**src/rtl/conv_seq_pkg.sv**
```systemverilog
// Shared types and CONV2 dimension constants for the convolution tap sequencer.
package conv_seq_pkg;

  localparam int unsigned CONV2_IN_W   = 12;
  localparam int unsigned CONV2_IN_CH  = 6;
  localparam int unsigned CONV2_OUT_CH = 16;
  localparam int unsigned CONV2_K      = 5;

  localparam int unsigned FEAT_AW = 8;
  localparam int unsigned W_AW    = 12;
  localparam int unsigned CH_W    = 3;
  localparam int unsigned OC_W    = 4;
  localparam int unsigned POS_W   = 3;
  localparam int unsigned TAP_W   = 3;

  typedef enum logic [2:0] {
    IDLE  = 3'd0,
    RUN   = 3'd1,
    FLUSH = 3'd2,
    DRAIN = 3'd3,
    DONE  = 3'd4
  } seq_state_e;

  typedef struct packed {
    logic            valid;
    logic            first;
    logic            last;
    logic [OC_W-1:0] oc;
  } strobe_t;

  // Constant multiply unrolled into shifted adds of the set bits of c.
  function automatic logic [FEAT_AW-1:0] row_times_width(input logic [TAP_W:0] r,
                                                         input int unsigned c);
    logic [FEAT_AW-1:0] acc;
    acc = '0;
    for (int unsigned i = 0; i < FEAT_AW; i++)
      if (c[i]) acc = acc + (FEAT_AW'(r) << i);
    return acc;
  endfunction

endpackage

```
**src/rtl/conv_strobe_pipe.sv**
```systemverilog
// MEM_LAT-deep delay line aligning MAC strobes with feature/weight memory data.
module conv_strobe_pipe
  import conv_seq_pkg::*;
#(
  parameter int unsigned MEM_LAT = 1
) (
  input  logic    clk,
  input  logic    rst,
  input  strobe_t d,
  output strobe_t q
);

  strobe_t stage [MEM_LAT];

  always_ff @(posedge clk or posedge rst) begin
    if (rst) begin
      for (int unsigned i = 0; i < MEM_LAT; i++) stage[i] <= '0;
    end else begin
      stage[0] <= d;
      for (int unsigned i = 1; i < MEM_LAT; i++) stage[i] <= stage[i-1];
    end
  end

  assign q = stage[MEM_LAT-1];

endmodule

```
**src/rtl/conv_tap_sequencer.sv**
```systemverilog
// Loop-nest controller for the CONV2 single-MAC engine (kx, ky, k_ch, oc per position).
// Optional stall counter output enabled by CONV_TAP_SEQ_PERF_EN.
module conv_tap_sequencer
  import conv_seq_pkg::*;
#(
  parameter int unsigned IN_W    = CONV2_IN_W,
  parameter int unsigned IN_CH   = CONV2_IN_CH,
  parameter int unsigned OUT_CH  = CONV2_OUT_CH,
  parameter int unsigned K       = CONV2_K,
  parameter int unsigned MEM_LAT = 1
) (
  input  logic               clk,
  input  logic               rst,
  input  logic               start,
  output logic [FEAT_AW-1:0] feat_rd_addr,
  output logic [CH_W-1:0]    feat_ch,
  output logic [W_AW-1:0]    w_addr,
  output logic               mac_en,
  output logic               acc_clr,
  output logic               acc_last,
  output logic [OC_W-1:0]    mac_oc,
  output logic               pos_valid,
  output logic [POS_W-1:0]   pos_x,
  output logic [POS_W-1:0]   pos_y,
  input  logic               pos_ack,
  output logic               busy,
`ifdef CONV_TAP_SEQ_PERF_EN
  output logic               done,
  output logic [31:0]        stall_cycles
`else
  output logic               done
`endif
);

  localparam int unsigned OUT_W = IN_W - K + 1;

  if (OUT_W > (1 << POS_W)) begin : g_chk_pos
    $fatal(1, "pos_x/pos_y too narrow for OUT_W");
  end
  if (K > (1 << TAP_W)) begin : g_chk_k
    $fatal(1, "kx/ky too narrow for K");
  end
  if (IN_CH > (1 << CH_W)) begin : g_chk_ch
    $fatal(1, "feat_ch too narrow for IN_CH");
  end
  if (OUT_CH > (1 << OC_W)) begin : g_chk_oc
    $fatal(1, "mac_oc too narrow for OUT_CH");
  end
  if (IN_W * IN_W > (1 << FEAT_AW)) begin : g_chk_feat
    $fatal(1, "feat_rd_addr too narrow for IN_W");
  end
  if (OUT_CH * IN_CH * K * K > (1 << W_AW)) begin : g_chk_w
    $fatal(1, "w_addr too narrow for weight count");
  end
  if (MEM_LAT < 1 || MEM_LAT > 3) begin : g_chk_lat
    $fatal(1, "MEM_LAT must be 1..3");
  end

  localparam logic [TAP_W-1:0] K_MAX   = TAP_W'(K - 1);
  localparam logic [CH_W-1:0]  CH_MAX  = CH_W'(IN_CH - 1);
  localparam logic [OC_W-1:0]  OC_MAX  = OC_W'(OUT_CH - 1);
  localparam logic [POS_W-1:0] POS_MAX = POS_W'(OUT_W - 1);
  localparam logic [1:0]       FL_MAX  = 2'(MEM_LAT - 1);

  seq_state_e        state;
  logic [TAP_W-1:0]  kx, ky;
  logic [CH_W-1:0]   k_ch;
  logic [OC_W-1:0]   oc;
  logic [W_AW-1:0]   w_cnt;
  logic [1:0]        fl_cnt;
  logic              tap_last, final_tap, final_pos;
  logic [TAP_W:0]    row, col;
  strobe_t           stb_d, stb_q;

  assign tap_last  = (kx == K_MAX) && (ky == K_MAX) && (k_ch == CH_MAX);
  assign final_tap = tap_last && (oc == OC_MAX);
  assign final_pos = (pos_x == POS_MAX) && (pos_y == POS_MAX);

  always_ff @(posedge clk or posedge rst) begin
    if (rst) begin
      state  <= IDLE;
      kx     <= '0;
      ky     <= '0;
      k_ch   <= '0;
      oc     <= '0;
      w_cnt  <= '0;
      fl_cnt <= '0;
      pos_x  <= '0;
      pos_y  <= '0;
    end else begin
      case (state)
        IDLE: if (start) state <= RUN;
        RUN: begin
          // Counters freeze on the final tap so addresses stay held through FLUSH/DRAIN.
          if (final_tap) begin
            state  <= FLUSH;
            fl_cnt <= '0;
          end else begin
            w_cnt <= w_cnt + 1'b1;
            if (kx != K_MAX) kx <= kx + 1'b1;
            else begin
              kx <= '0;
              if (ky != K_MAX) ky <= ky + 1'b1;
              else begin
                ky <= '0;
                if (k_ch != CH_MAX) k_ch <= k_ch + 1'b1;
                else begin
                  k_ch <= '0;
                  oc   <= oc + 1'b1;
                end
              end
            end
          end
        end
        FLUSH: begin
          if (fl_cnt == FL_MAX) state <= DRAIN;
          else fl_cnt <= fl_cnt + 1'b1;
        end
        DRAIN: begin
          if (pos_ack) begin
            kx    <= '0;
            ky    <= '0;
            k_ch  <= '0;
            oc    <= '0;
            w_cnt <= '0;
            if (final_pos) begin
              pos_x <= '0;
              pos_y <= '0;
              state <= DONE;
            end else begin
              state <= RUN;
              if (pos_x != POS_MAX) pos_x <= pos_x + 1'b1;
              else begin
                pos_x <= '0;
                pos_y <= pos_y + 1'b1;
              end
            end
          end
        end
        DONE:    state <= IDLE;
        default: state <= IDLE;
      endcase
    end
  end

  assign row          = {1'b0, pos_y} + {1'b0, ky};
  assign col          = {1'b0, pos_x} + {1'b0, kx};
  assign feat_rd_addr = row_times_width(row, IN_W) + FEAT_AW'(col);
  assign feat_ch      = k_ch;
  assign w_addr       = w_cnt;

  always_comb begin
    stb_d       = '0;
    stb_d.valid = (state == RUN);
    stb_d.first = (state == RUN) && (kx == '0) && (ky == '0) && (k_ch == '0);
    stb_d.last  = (state == RUN) && tap_last;
    stb_d.oc    = oc;
  end

  conv_strobe_pipe #(.MEM_LAT(MEM_LAT)) u_strobe_pipe (
    .clk (clk),
    .rst (rst),
    .d   (stb_d),
    .q   (stb_q)
  );

  assign mac_en    = stb_q.valid;
  assign acc_clr   = stb_q.first;
  assign acc_last  = stb_q.last;
  assign mac_oc    = stb_q.oc;
  assign pos_valid = (state == DRAIN);
  assign busy      = (state != IDLE);
  assign done      = (state == DONE);

`ifdef CONV_TAP_SEQ_PERF_EN
  logic [31:0] stall_q;

  always_ff @(posedge clk or posedge rst) begin
    if (rst) stall_q <= '0;
    else if (state == IDLE && start) stall_q <= '0;
    else if (state == DRAIN && !pos_ack && stall_q != '1) stall_q <= stall_q + 1'b1;
  end

  assign stall_cycles = stall_q;
`endif

endmodule
```
**config.mk**
```make
export PLATFORM = sky130hd
export DESIGN_NAME = conv_tap_sequencer
export DESIGN_NICKNAME = d
export VERILOG_FILES = /design/src/rtl/conv_seq_pkg.sv /design/src/rtl/conv_strobe_pipe.sv /design/src/rtl/conv_tap_sequencer.sv
export SDC_FILE = /design/constraint.sdc
export NUM_CORES = 1
export LEC_CHECK = 0
export ABC_AREA = 1
export CAP_MARGIN = 15
export CORE_UTILIZATION = 50
export CTS_CLUSTER_SIZE = 28
export DETAILED_ROUTE_END_ITERATION = 10
export DONT_BUFFER_PORTS = 1
export PLACE_DENSITY_LB_ADDON = 0.2
export SYNTH_ARGS = -nofsm -noshare
export SYNTH_HDL_FRONTEND = slang
export SYNTH_HIERARCHICAL = 1
export SYNTH_SLANG_ARGS = --single-unit
```
**constraint.sdc**
```tcl
create_clock -name clk -period 3.15 [get_ports clk]
set_input_delay 0.63 -clock clk [delete_from_list [all_inputs] [get_ports clk]]
set_output_delay 0.63 -clock clk [all_outputs]
set_load 0.005 [all_outputs]
```
==> flow_metrics.tcl, run 1 <==
set metrics [dict create \
    grt_overflow 0 \
    avgSynthCellArea_um2 8.09 \
    cts_tree "yes" \
    cts_buffers 5 \
    vias 2261 \
    clock_sinks 43 \
    die_h_um 76.4 \
    required_ps 2520 \
    pwr_density_cell_nw_per_um2 1070 \
    final_util 0.589 \
    fmax_ghz 0.317 \
    final-max-slew-violation-count 0 \
    clock_skew_ps 9.55 \
    p_total_uw 3280 \
    grt_pass1_vias 2041 \
    drc_errors 0 \
    critPathCaptureType "output port" \
    n_fill_cell 487 \
    finalSetupViolCount 1 \
    synth_cell_type_count 30 \
    outcome "finished, violations left" \
    synth_warnings 6 \
    cap_violations 0 \
    synth_top_family_by_area "simple AND/OR/NAND/NOR gates" \
    setup_tns_ps -7.13 \
    final_nets 383 \
    syn_area_um2 2770 \
    io_buffers 0 \
    netlist_top_cells_area "dfrtp_1 (39%), nand2_1 (14%), ha_1 (11%)" \
    ir_drop_mv 0.947 \
    netlist_instances 342 \
    ys_seq_elements 43 \
    layout_commonest_cell "nand2_1" \
    path_class "register to output port" \
    clk_path_buf_depth 2 \
    initial_core_util 0.531 \
    grt_pass1_wl_mm 9.69 \
    cts_root_buf "clkbuf_8" \
    synth_top_area_share 0.389 \
    yosysTopAreaCell "dfrtp_1" \
    fin_crit_sh 1.00 \
    gp_congestion 0.922 \
    seq_area_frac_synth 0.389 \
    synth_xor_area_frac 0.0317 \
    first_pass_iters 4 \
    synth-simple-area-share 0.316 \
    synth_compound_area_frac 0.0652 \
    worst_setup_path_start_kind "register" \
    multi_input_area_um2 1620 \
    wl_mm 5.74 \
    synthMuxAreaShare 0 \
    most-common-layout-cells "nand2_1 (102), dfrtp_1 (43), inv_1 (36)" \
    hold_violations 0 \
    grt_use_total 0.208 \
    htreeDepth 2 \
    core_um2 5200 \
    first_iter_violations 129 \
    ctsHoldBuffers 0 \
    p_leak_uw 0.00154 \
    clk_pin_slew_ps 80 \
    rows 26 \
    worst-slew-pin-transition_ps 817 \
    rsz0062_at_grt "yes" \
    grt_max_degree 22 \
    diodes 0 \
    layout_setup_ws_ps -7.13 \
    hpwl_mm 4.22 \
    antenna_found_initial 0 \
    crit_fanout 2 \
    period_needed_ps 3160 \
    chipWidth_um 76.4 \
    die_area_um2 5830 \
    ant_nets 0 \
    drive_gt1_frac 0.119 \
    synth-adder-area-share 0.135 \
    slew_headroom 0.455 \
    wl_per_cell_um 13.6 \
    viasPerCell 5.36 \
    violations "negative setup slack" \
    worstSkewPairLatency_ps 290 \
    syn_nets 374 \
    hold_class "input port to async pin" \
    seq_area_um2 1080 \
    finalHoldWorstSlack_ps 143 \
    ios 43 \
    syn_to_final_growth_pct 10.9 \
    worstPathArrival_ps 2530 \
]
## worst max-delay path: stages (launching register included)
cell and delay (ps):
dfrtp_1 390, ha_2 370, inv_1 60, fa_1 470
inv_1 70, fa_1 470, nand3_1 100, nand2_1 100
a21o_1 200
## registers in the layout, summed over array words and instances, names as in the netlist
name / count
feat_ch: 3
kx: 3
u_strobe_pipe/q: 7
oc: 4
pos_x: 3
w_addr: 12
state: 3
pos_y: 3
fl_cnt: 2
ky: 3
## synth_stat cells (all sizes together)
cell	n
a21boi	1
a21o	1
a21oi	7
a31oi	2
buf	3
dfrtp	43
fa	3
ha	25
inv	39
nand2	110
nand3	34
nand4	12
nor2	27
nor3	4
o21a	1
o21ai	16
o21bai	3
or2	1
xnor2	4
xor2	6
## metal layers
layer  track usage  wire [µm]  share of wire
met1         0.290       2710           0.47
met2         0.332       2720           0.47
met3        0.0431        266          0.046
met4        0.0462         49         0.0085
met5             0          0              0
## through the flow
stage	setup slack [ps]	std cells	area, µm²
CTS	-12.3	422	3040
floorplan	221	342	2770
global route	-79.6	422	3070
finish	-7.13	422	3070
global placement	177	411	2840
detailed placement	49.8	411	2840
## path summary, 6_finish.rpt
path                       startpoint                  to  slack, ps  cells past startpoint
min reg2reg                     oc[1]  u_strobe_pipe/q[1]        470                      0
max                             ky[0]     feat_rd_addr[7]         -7                      8
max reg2reg                     ky[0]           w_addr[7]       1320                      8
max in group asynchronous         rst               kx[0]       2050                      2
min                               rst  u_strobe_pipe/q[5]        140                      1
min in group clk                oc[1]  u_strobe_pipe/q[1]        470                      0
## layout make-up
cell class              count  share of cell area
well taps                  70              0.0286
repair buffers              5              0.0122
clock buffers               8              0.0326
multi-input cells         257               0.527
inverters                  39              0.0486
flip-flops and latches     43               0.351
## timing repair
item / 4_1_cts / 5_1_grt
resized for setup: 9 / 4
setup buffers: 3 / 0
endpoints found under the setup margin: 4 / 4
hold endpoints to repair: 0 / 0
pin swaps: 2 / 3
## where the power goes
part / leakage, µW / internal [µW] / switching, µW
logic: 0.000930 / 848 / 1110
clock network: 0.0000515 / 200 / 186
registers: 0.000562 / 710 / 223
## cells by family after synthesis
kind of cell    after synthesis
fa+ha+maj                    28
buf+inv                      42
compound gates               31
simple gates                188
xor+xnor                     10
flops                        43
Note: power is estimated with default switching activity, not from simulation.
==> run 2: changes to the inputs <==
- CORE_MARGIN: unset -> 4
==> run 2 against run 1 <==
  * The run still ends with negative setup slack left
  * Die area is 16% higher
  * Final cell count rose by 0.71%
  * Maximum frequency fell by 5.9%
  * Worst setup slack lost 200 ps
  * Via count barely moved
  * Clock power is 8.3% lower
  * Critical path type unchanged
  * Highest routed layer unchanged
==> flow_metrics.tcl, run 2 (same netlist as run 1, synthesis figures left out) <==
set metrics [dict create \
    slew_headroom 0.668 \
    cts_buffers 5 \
    initial_core_util 0.528 \
    drive_gt1_frac 0.135 \
    reg2reg_slack_ps 1170 \
    startpoint "pos_y[0]" \
    worstSkewPairLatency_ps 290 \
    clock_sinks 43 \
    wl_per_cell_um 14.3 \
    setup_tns_ps -533 \
    viasPerCell 5.32 \
    layout_setup_ws_ps -204 \
    rsz0062_at_grt "yes" \
    cp_slowest_cell "dfrtp_1" \
    final_util 0.597 \
    worst_setup_path_start_kind "register" \
    path_cells "ha_4, fa_2, xnor2_2, inv_2, ha_4, ha_4, nand2_2, inv_2, nand4_1, nand3_1, xor2_1" \
    hold_violations 0 \
    vias 2260 \
    cts_root_buf "clkbuf_8" \
    final_nets 387 \
    die_area_um2 6780 \
    ir_drop_mv 1.21 \
    r2r-start "ky[0]" \
    first_iter_violations 103 \
    pwr_density_cell_nw_per_um2 1200 \
    outcome "finished, violations left" \
    clk_pin_slew_ps 80 \
    largest_reg_flops 12 \
    p_leak_uw 0.00156 \
    grt_pass1_wl_mm 9.85 \
    worst-slew-pin-transition_ps 493 \
    p_total_uw 3770 \
    crit_fanout 3 \
    ctsHoldBuffers 0 \
    hold_class "input port to async pin" \
    finalHoldWorstSlack_ps 142 \
    grt_max_degree 37 \
    syn_to_final_growth_pct 13.0 \
    gp_congestion 0.813 \
    place_ws_ps 72.5 \
    required_ps 2520 \
    core_um2 5240 \
    htreeDepth 2 \
    cpPeakStageDelay_ps 420 \
    crit_top_cell "ha_4" \
    final-max-slew-violation-count 0 \
    worstPathArrival_ps 2720 \
    io_buffers 0 \
    period_needed_ps 3350 \
    clock_skew_ps 3.90 \
    wl_mm 6.07 \
    path_class "register to output port" \
    grt_use_total 0.188 \
    diodes 0 \
    grt_overflow 0 \
    hpwl_mm 4.18 \
    ant_nets 0 \
    antenna_found_initial 0 \
    rows 26 \
    violations "negative setup slack" \
    first_pass_iters 4 \
    fin_crit_sh 1.06 \
    layout_commonest_cell "nand2_1" \
    n_fill_cell 446 \
    cts_tree "yes" \
    die_h_um 82.4 \
    fmax_ghz 0.298 \
    finalSetupViolCount 3 \
    most-common-layout-cells "nand2_1 (101), dfrtp_1 (43), inv_1 (35)" \
    grt_pass1_vias 2089 \
    ios 43 \
    critPathCaptureType "output port" \
    drc_errors 0 \
    chipWidth_um 82.4 \
    clk_path_buf_depth 2 \
    cap_violations 0 \
]
run 2: final cells by class:
type,count,area [µm²],share of cell area
Multi-Input combinational cell,257,1650,0.526
Inverter,39,149,0.0476
Clock inverter,1,5.00,0.00160
Clock buffer,6,82.6,0.0264
Timing Repair Buffer,9,80.1,0.0256
Tap cell,70,87.6,0.0280
Sequential cell,43,1080,0.344
run 2: worst max-delay path, delay by kind of cell (launching register included):
kind | cells | cell delay, ps
buf+inv | 2 | 160
xor+xnor | 2 | 480
simple gates | 3 | 260
flops | 1 | 420
fa+ha+maj | 4 | 1120
run 2: through the flow:
stage,instances,area [µm²]
floorplan,342,2770
global placement,412,2850
detailed placement,412,2850
CTS,420,3020
global route,425,3130
finish,425,3130
run 2: final timing paths:
| kind | endpoint | cells past startpoint |
|---|---|---|
| worst max register to register | w_addr[8] | 9 |
| worst min-delay path | u_strobe_pipe/q[3] | 1 |
| worst max-delay path | feat_rd_addr[6] | 11 |
| worst min register to register | u_strobe_pipe/q[1] | 0 |
| max in group asynchronous | w_addr[11] | 2 |
| min in group clk | u_strobe_pipe/q[1] | 0 |
run 2: power by group:
| part | switching, µW | leakage (µW) | internal (µW) |
|---|---|---|---|
| sequential | 222 | 0.000562 | 710 |
| combinational | 1330 | 0.000954 | 1150 |
| clock | 182 | 0.0000470 | 172 |
| total | 1740 | 0.00156 | 2030 |
run 2: metal layers:
| metal | GRT usage | part of all wire | up-vias |
|---|---|---|---|
| met3 | 0.0456 | 0.058 | 5 |
| li1 | - | - | 1144 |
| met2 | 0.287 | 0.47 | 48 |
| met1 | 0.263 | 0.46 | 1063 |
| met5 | 0 | 0 | - |
| met4 | 0.0615 | 0.0089 | 0 |
run 2: what timing repair did:
action	CTS	global route
gates cloned	0	0
setup endpoints to repair	4	4
resized for setup	9	10
pin swaps	0	10
setup buffers	1	5
==> RTL edit 1: new RTL, config.mk and constraints of run 2 <==
`MEM_LAT` is set to 1 in 2 places; all go to 2.
--- a/src/rtl/conv_strobe_pipe.sv
+++ b/src/rtl/conv_strobe_pipe.sv
@@ -4,3 +4,3 @@
 #(
-  parameter int unsigned MEM_LAT = 1
+  parameter int unsigned MEM_LAT = 2
 ) (
--- a/src/rtl/conv_tap_sequencer.sv
+++ b/src/rtl/conv_tap_sequencer.sv
@@ -9,3 +9,3 @@
   parameter int unsigned K       = CONV2_K,
-  parameter int unsigned MEM_LAT = 1
+  parameter int unsigned MEM_LAT = 2
 ) (
Formal check against the unedited RTL: not equivalent (Yosys sat finds a counterexample within 4 cycles, from zero or initial values and one cycle with rst high).
==> RTL edit 1 against run 2 <==
- synthesized cell count grew 5.0%
- final cell count grew 3.1%
- clock power grew 30%
- critical path depth is the same
- non-clock buffer count is the same
- die area grew 8.7%
- total power shrank 11%
- sequential cell count grew 7
- synthesized area grew 9.7%
- routed wire length shrank 4.4%
- design area grew 5.6%
- worst setup slack gained 220 ps
- critical path type unchanged
- largest cell class unchanged
- highest routed layer unchanged
==> RTL edit 1: results (changes against run 2) <==
Status
  • Status: completed

Global routing
  • Vias in the first global route: 2207 (+5.6%)
  • GRT met2 Usage: 0.273 (-0.0136)
  • GRT Total Usage: 0.172 (-0.0164)
  • Initial antenna violation count: 0 (unchanged)
  • Largest net degree at the start of global routing: 37 (unchanged)
  • Met3 GRT Util: 0.0423 (-0.00329)
  • First-pass GRT wire length: 10300 µm (+4.8%)
  • Met1 usage: 0.233 (-0.0295)

Synth
  • Async SR Flop Fraction: 1.00 (unchanged)
  • Synth area leaders: dfrtp_1 (41%), nand2_1 (12%), ha_1 (10%)
  • Sequential-to-total area share from yosys stat: 0.413 (+0.0234)
  • Post-synth net total: 391 (+4.5%)
  • Leading cell types by count after synthesis: nand2_1 (100), dfrtp_1 (50), inv_1 (36)
  • Most used DFF post-synth: dfrtp_1
  • Synth unique cells: 31 (+3.3%)
  • Syn Area/Cell: 8.45 µm² (+4.5%)
  • Synth Warn #: 6 (unchanged)

Routing
  • Avg WL per Cell: 13.3 µm (-7.2%)
  • DRT Wirelength: 5800 µm (-4.4%)
  • 1st-iter DRT viols: 80 (-22%)
  • DRT Pass-1 Iters: 4 (unchanged)
  • Met1 Wirelength: 2740 µm (-1.8%)
  • Met2 WL: 2720 µm (-5.1%)
  • Met3 WL: 283 µm (-20%)
  • Highest Signal Layer: met4
  • Vias per cell: 5.11 (-3.8%)

Placed design
  • Port-buffer cells: 0 (unchanged)
  • Worst slack at placement: 70.8 ps (-1.69 ps)
  • Placed Cells incl. Taps: 424 (+2.9%)
  • Post-DP Area: 3030 µm² (+6.5%)
  • DP HPWL: 4130 µm (-1.2%)
  • Global placement routability congestion: 0.781 (-3.9%)

STA
  • Layout Skew: 6.32 ps (+2.42 ps)
  • Worst-Margin Slew: 515 ps (+21.8 ps)

Clock network
  • Clock Path Buffers: 2 (unchanged)
  • TritonCTS Buffers: 5 (unchanged)
  • CTS H-tree depth: 2 (unchanged)
  • CTS clk-pin slew, worst paths: 100 ps (+20 ps)
  • Clk_lat worst skew: 310 ps (+20 ps)
  • CTS root buf: clkbuf_8
  • Total setup buffers inserted after CTS: 2 (+1)
  • Resized cells post-CTS: 8 (-1)

Hold path
  • Hold Path Class: in2async

Power
  • Clock power frac: 0.137 (+0.043)
  • Comb pwr share: 0.540 (-0.119)
  • P_leak: 1.65 nW (+5.5%)
  • Internal power: 1.87 mW (-7.9%)
  • Maximum vdd drop: 0.900 mV (-26%)
  • PwrDens: 1020 nW/µm² (-15%)

Layout
  • Max reg flops: 12 (unchanged)
  • ANT cells: 0 (unchanged)
  • Share of post-route cells with drive strength above 1: 0.154 (+0.0191)
  • Fill cells: 542 (+22%)

Worst setup path
  • Worst EP arrival: 2500 ps (-220 ps)
  • CP Max Fanout: 4 (+1)
==> RTL edit 1: changes by cell type after synthesis, moves of 3 or more <==
cell     delta
dfrtp_1     +7
a21oi_1     -3
buf_4       +5
o21ai_2     +4
nand2_1     -3
buf_6       +3
o21ai_0     -3
==> RTL edit 1: layout make-up <==
cell class                      instances  area [µm²]  share of cell area
Multi-Input combinational cell        259        1640               0.495
Timing Repair Buffer                    9        67.6              0.0205
Tap cell                               75        93.8              0.0284
Clock inverter                          3        45.0              0.0136
Clock buffer                            5        68.8              0.0208
Sequential cell                        50        1250               0.379
Inverter                               37         139              0.0421
==> RTL edit 1: cell families (layout without fill, tap and decap cells) <==
logic type / count (synthesis) / after routing / share of synthesized area
buffers and inverters: 50 / 54 / 0.0837
AO/OA/AOI/OAI: 30 / 30 / 0.0623
XOR/XNOR: 10 / 10 / 0.0289
adder cells (fa/ha/maj): 28 / 28 / 0.123
flip-flops: 50 / 50 / 0.413
AND/OR/NAND/NOR: 191 / 191 / 0.290
==> RTL edit 1: critical path: stages, from the launching register on <==
cell	delay, ps
dfrtp_1	420
ha_4	180
fa_2	370
xnor2_2	170
inv_2	90
ha_4	230
ha_4	280
nand2_2	50
inv_2	50
nand4_1	70
nand3_1	100
xor2_1	180
==> RTL edit 1: path summary, 6_finish.rpt <==
path,from,end,slack [ps],cells after the start
max,ky[0],feat_rd_addr[6],20,11
min,rst,u_strobe_pipe/stage[13],230,1
max reg2reg,ky[0],w_addr[2],1160,10
min reg2reg,u_strobe_pipe/stage[8],u_strobe_pipe/q[1],360,0
max in group asynchronous,rst,pos_x[2],2500,2
min in group clk,u_strobe_pipe/stage[8],u_strobe_pipe/q[1],360,0
==> RTL edit 2: new RTL, config.mk and constraints of run 2 <==
Without the edit above. Re-encode `seq_state_e` (5 states) as one-hot, 5 bits wide.
--- a/src/rtl/conv_seq_pkg.sv
+++ b/src/rtl/conv_seq_pkg.sv
@@ -15,8 +15,8 @@
 
-  typedef enum logic [2:0] {
-    IDLE  = 3'd0,
-    RUN   = 3'd1,
-    FLUSH = 3'd2,
-    DRAIN = 3'd3,
-    DONE  = 3'd4
+  typedef enum logic [4:0] {
+    IDLE  = 5'b00001,
+    RUN   = 5'b00010,
+    FLUSH = 5'b00100,
+    DRAIN = 5'b01000,
+    DONE  = 5'b10000
   } seq_state_e;
Function: same outputs for any inputs over 10 cycles, from zero or initial values and one cycle with rst high; not proved beyond that.
==> RTL edit 2 against run 2 <==
- the flow still finishes with violations (setup timing)
- worst setup slack better by 130 ps
- sequential cell count is 2 higher
- via count is 1.3% lower
- design area up 0.12%
- synthesized area rose by 1.3%
- total power decreased by 29%
- combinational power down 48%
- first-iteration DRC count up 5.8%
- routed wire length is 1.3% lower
- critical path depth is 1 higher
- critical path type unchanged
==> RTL edit 2: results (changes against run 2) <==
Status
  • Status: finished with violations
  • Failing checks: setup timing

Placed design
  • Worst slack at placement: 89.5 ps (+17.0 ps)
  • DP HPWL: 4320 µm (+3.2%)
  • Global placement routability congestion: 0.811 (-0.23%)

Synth
  • Synth Area in Compound Gates: 0.0442 (-0.0209)
  • Synth unique cells: 33 (+10%)
  • Post-synthesis mux area share: 0.00357 (+0.00357)
  • Synth area leaders: dfrtp_1 (39%), nand2_1 (14%), ha_1 (11%)
  • Post-Synth Adder-Cell Area: 0.129 (-0.00621)
  • Leading cell types by count after synthesis: nand2_1 (103), dfrtp_1 (44), inv_1 (39)
  • Xor/xnor share of the synthesized area: 0.0438 (+0.0121)
  • Sequential-to-total area share from yosys stat: 0.402 (+0.0133)
  • Post-synth net total: 377 (+0.80%)
  • Most used DFF post-synth: dfrtp_1

STA
  • Setup violations, final: 1 (-2)
  • Slew HR: 0.475 (-0.193)
  • Layout Skew: 5.92 ps (+2.02 ps)
  • Final setup margin: -75.6 ps (+129 ps)
  • Hold_ws: 123 ps (-18.9 ps)

Power
  • P_leak: 1.60 nW (+2.2%)
  • Maximum vdd drop: 0.601 mV (-50%)

Worst setup path
  • Reg-to-Reg Start: ky[0]
  • CP Max Fanout: 3 (unchanged)
  • Worst EP arrival: 2600 ps (-120 ps)
  • FF-to-FF setup slack: 1210 ps (+40 ps)
  • Worst r2r dst: w_addr[6]
  • R2R depth: 11 (+2)

Routing
  • DRT Pass-1 Iters: 5 (+1)
  • 1st-iter DRT viols: 109 (+5.8%)
  • DRT Wirelength: 5990 µm (-1.3%)
  • Vias per cell: 5.22 (-1.8%)

Layout
  • Share of post-route cells with drive strength above 1: 0.157 (+0.0217)
  • ANT cells: 0 (unchanged)
  • Fill cells: 474 (+6.3%)
  • Max reg flops: 12 (unchanged)

Global routing
  • Vias in the first global route: 2154 (+3.1%)
  • First-pass GRT wire length: 10300 µm (+4.9%)
  • Largest net degree at the start of global routing: 21 (-43%)
  • GRT Total Usage: 0.181 (-0.00738)
==> RTL edit 2: changes by cell type after synthesis, sizes merged, moves of 2 or more <==
cell	delta
xor2	+6
nand4	-6
a21oi	-4
o21bai	-3
xnor2	-2
inv	+6
nor2	+6
nor3	-3
nand3	+4
nand2	-2
==> RTL edit 2: what timing repair did <==
action,in CTS,in global routing
buffers inserted,1,2
endpoints found under the hold margin,0,0
resized for setup,7,13
pin swaps,1,13
endpoints found under the setup margin,4,4
==> RTL edit 2: worst max path at each step <==
stage                   from               to  slack (ps)  cells after the start
floorplan           pos_y[0]  feat_rd_addr[6]         210                     12
global placement       ky[0]  feat_rd_addr[6]         150                     12
finish                 ky[0]  feat_rd_addr[6]         -80                     12
CTS                 pos_y[0]  feat_rd_addr[6]         -50                     12
global route        pos_y[0]  feat_rd_addr[6]        -230                     12
detailed placement     ky[0]  feat_rd_addr[6]          90                     12
==> RTL edit 2: kinds of logic (layout without fill, tap and decap cells) <==
kind of cell	Yosys count	after routing
AOI/OAI and AO/OA	22	22
xor gates and xnor gates	14	14
adders and majority gates	27	27
buffers and inverters	48	59
DFF	45	45
muxes	1	1
and+or+nand+nor	189	189
==> RTL edit 2: worst register-to-register path, stage by stage, from the launching register on <==
cell and delay (ps):
dfrtp_1 420, buf_4 150, inv_1 70, ha_1 180
nand2_2 100, nor2_1 190, nand3_1 160, inv_1 100
nand2_2 80, nand2_2 240, nand2_1 100, o21ai_1 80
==> RTL edit 2: where the power goes <==
part | internal, mW | leakage (nW) | switching, mW
logic | 0.553 | 0.963 | 0.747
registers | 0.756 | 0.590 | 0.228
clock network | 0.158 | 0.0445 | 0.214
==> RTL edit 2: final cells by class <==
| cell class | instances | area, µm² | area share |
|---|---|---|---|
| timing repair buffer | 6 | 45.0 | 0.0144 |
| clock inverter | 3 | 21.3 | 0.00680 |
| clock buffer | 5 | 68.8 | 0.0220 |
| multi-input combinational | 253 | 1610 | 0.515 |
| sequential | 45 | 1130 | 0.360 |
| tap | 70 | 87.6 | 0.0280 |
| inverter | 45 | 169 | 0.0540 |
==> RTL edit 2: stage by stage <==
step	std cells	total power, mW	util	TNS [ps]	area, µm²
after floorplan	346	1.85	-	0	2800
after global placement	416	2.06	0.547	0	2880
after detailed placement	416	2.09	0.547	0	2880
after CTS	425	2.55	0.575	-51.6	3030
after global routing	427	2.92	0.594	-295	3130
final	427	2.66	0.594	-75.6	3130
==> RTL edit 2: routing by layer <==
metal | vias to the layer above | part of all wire | track usage
met3 | 7 | 0.039 | 0.0356
met4 | 0 | 0.015 | 0.0669
li1 | 1120 | - | -
met2 | 36 | 0.48 | 0.305
met5 | - | 0 | 0
met1 | 1067 | 0.47 | 0.230
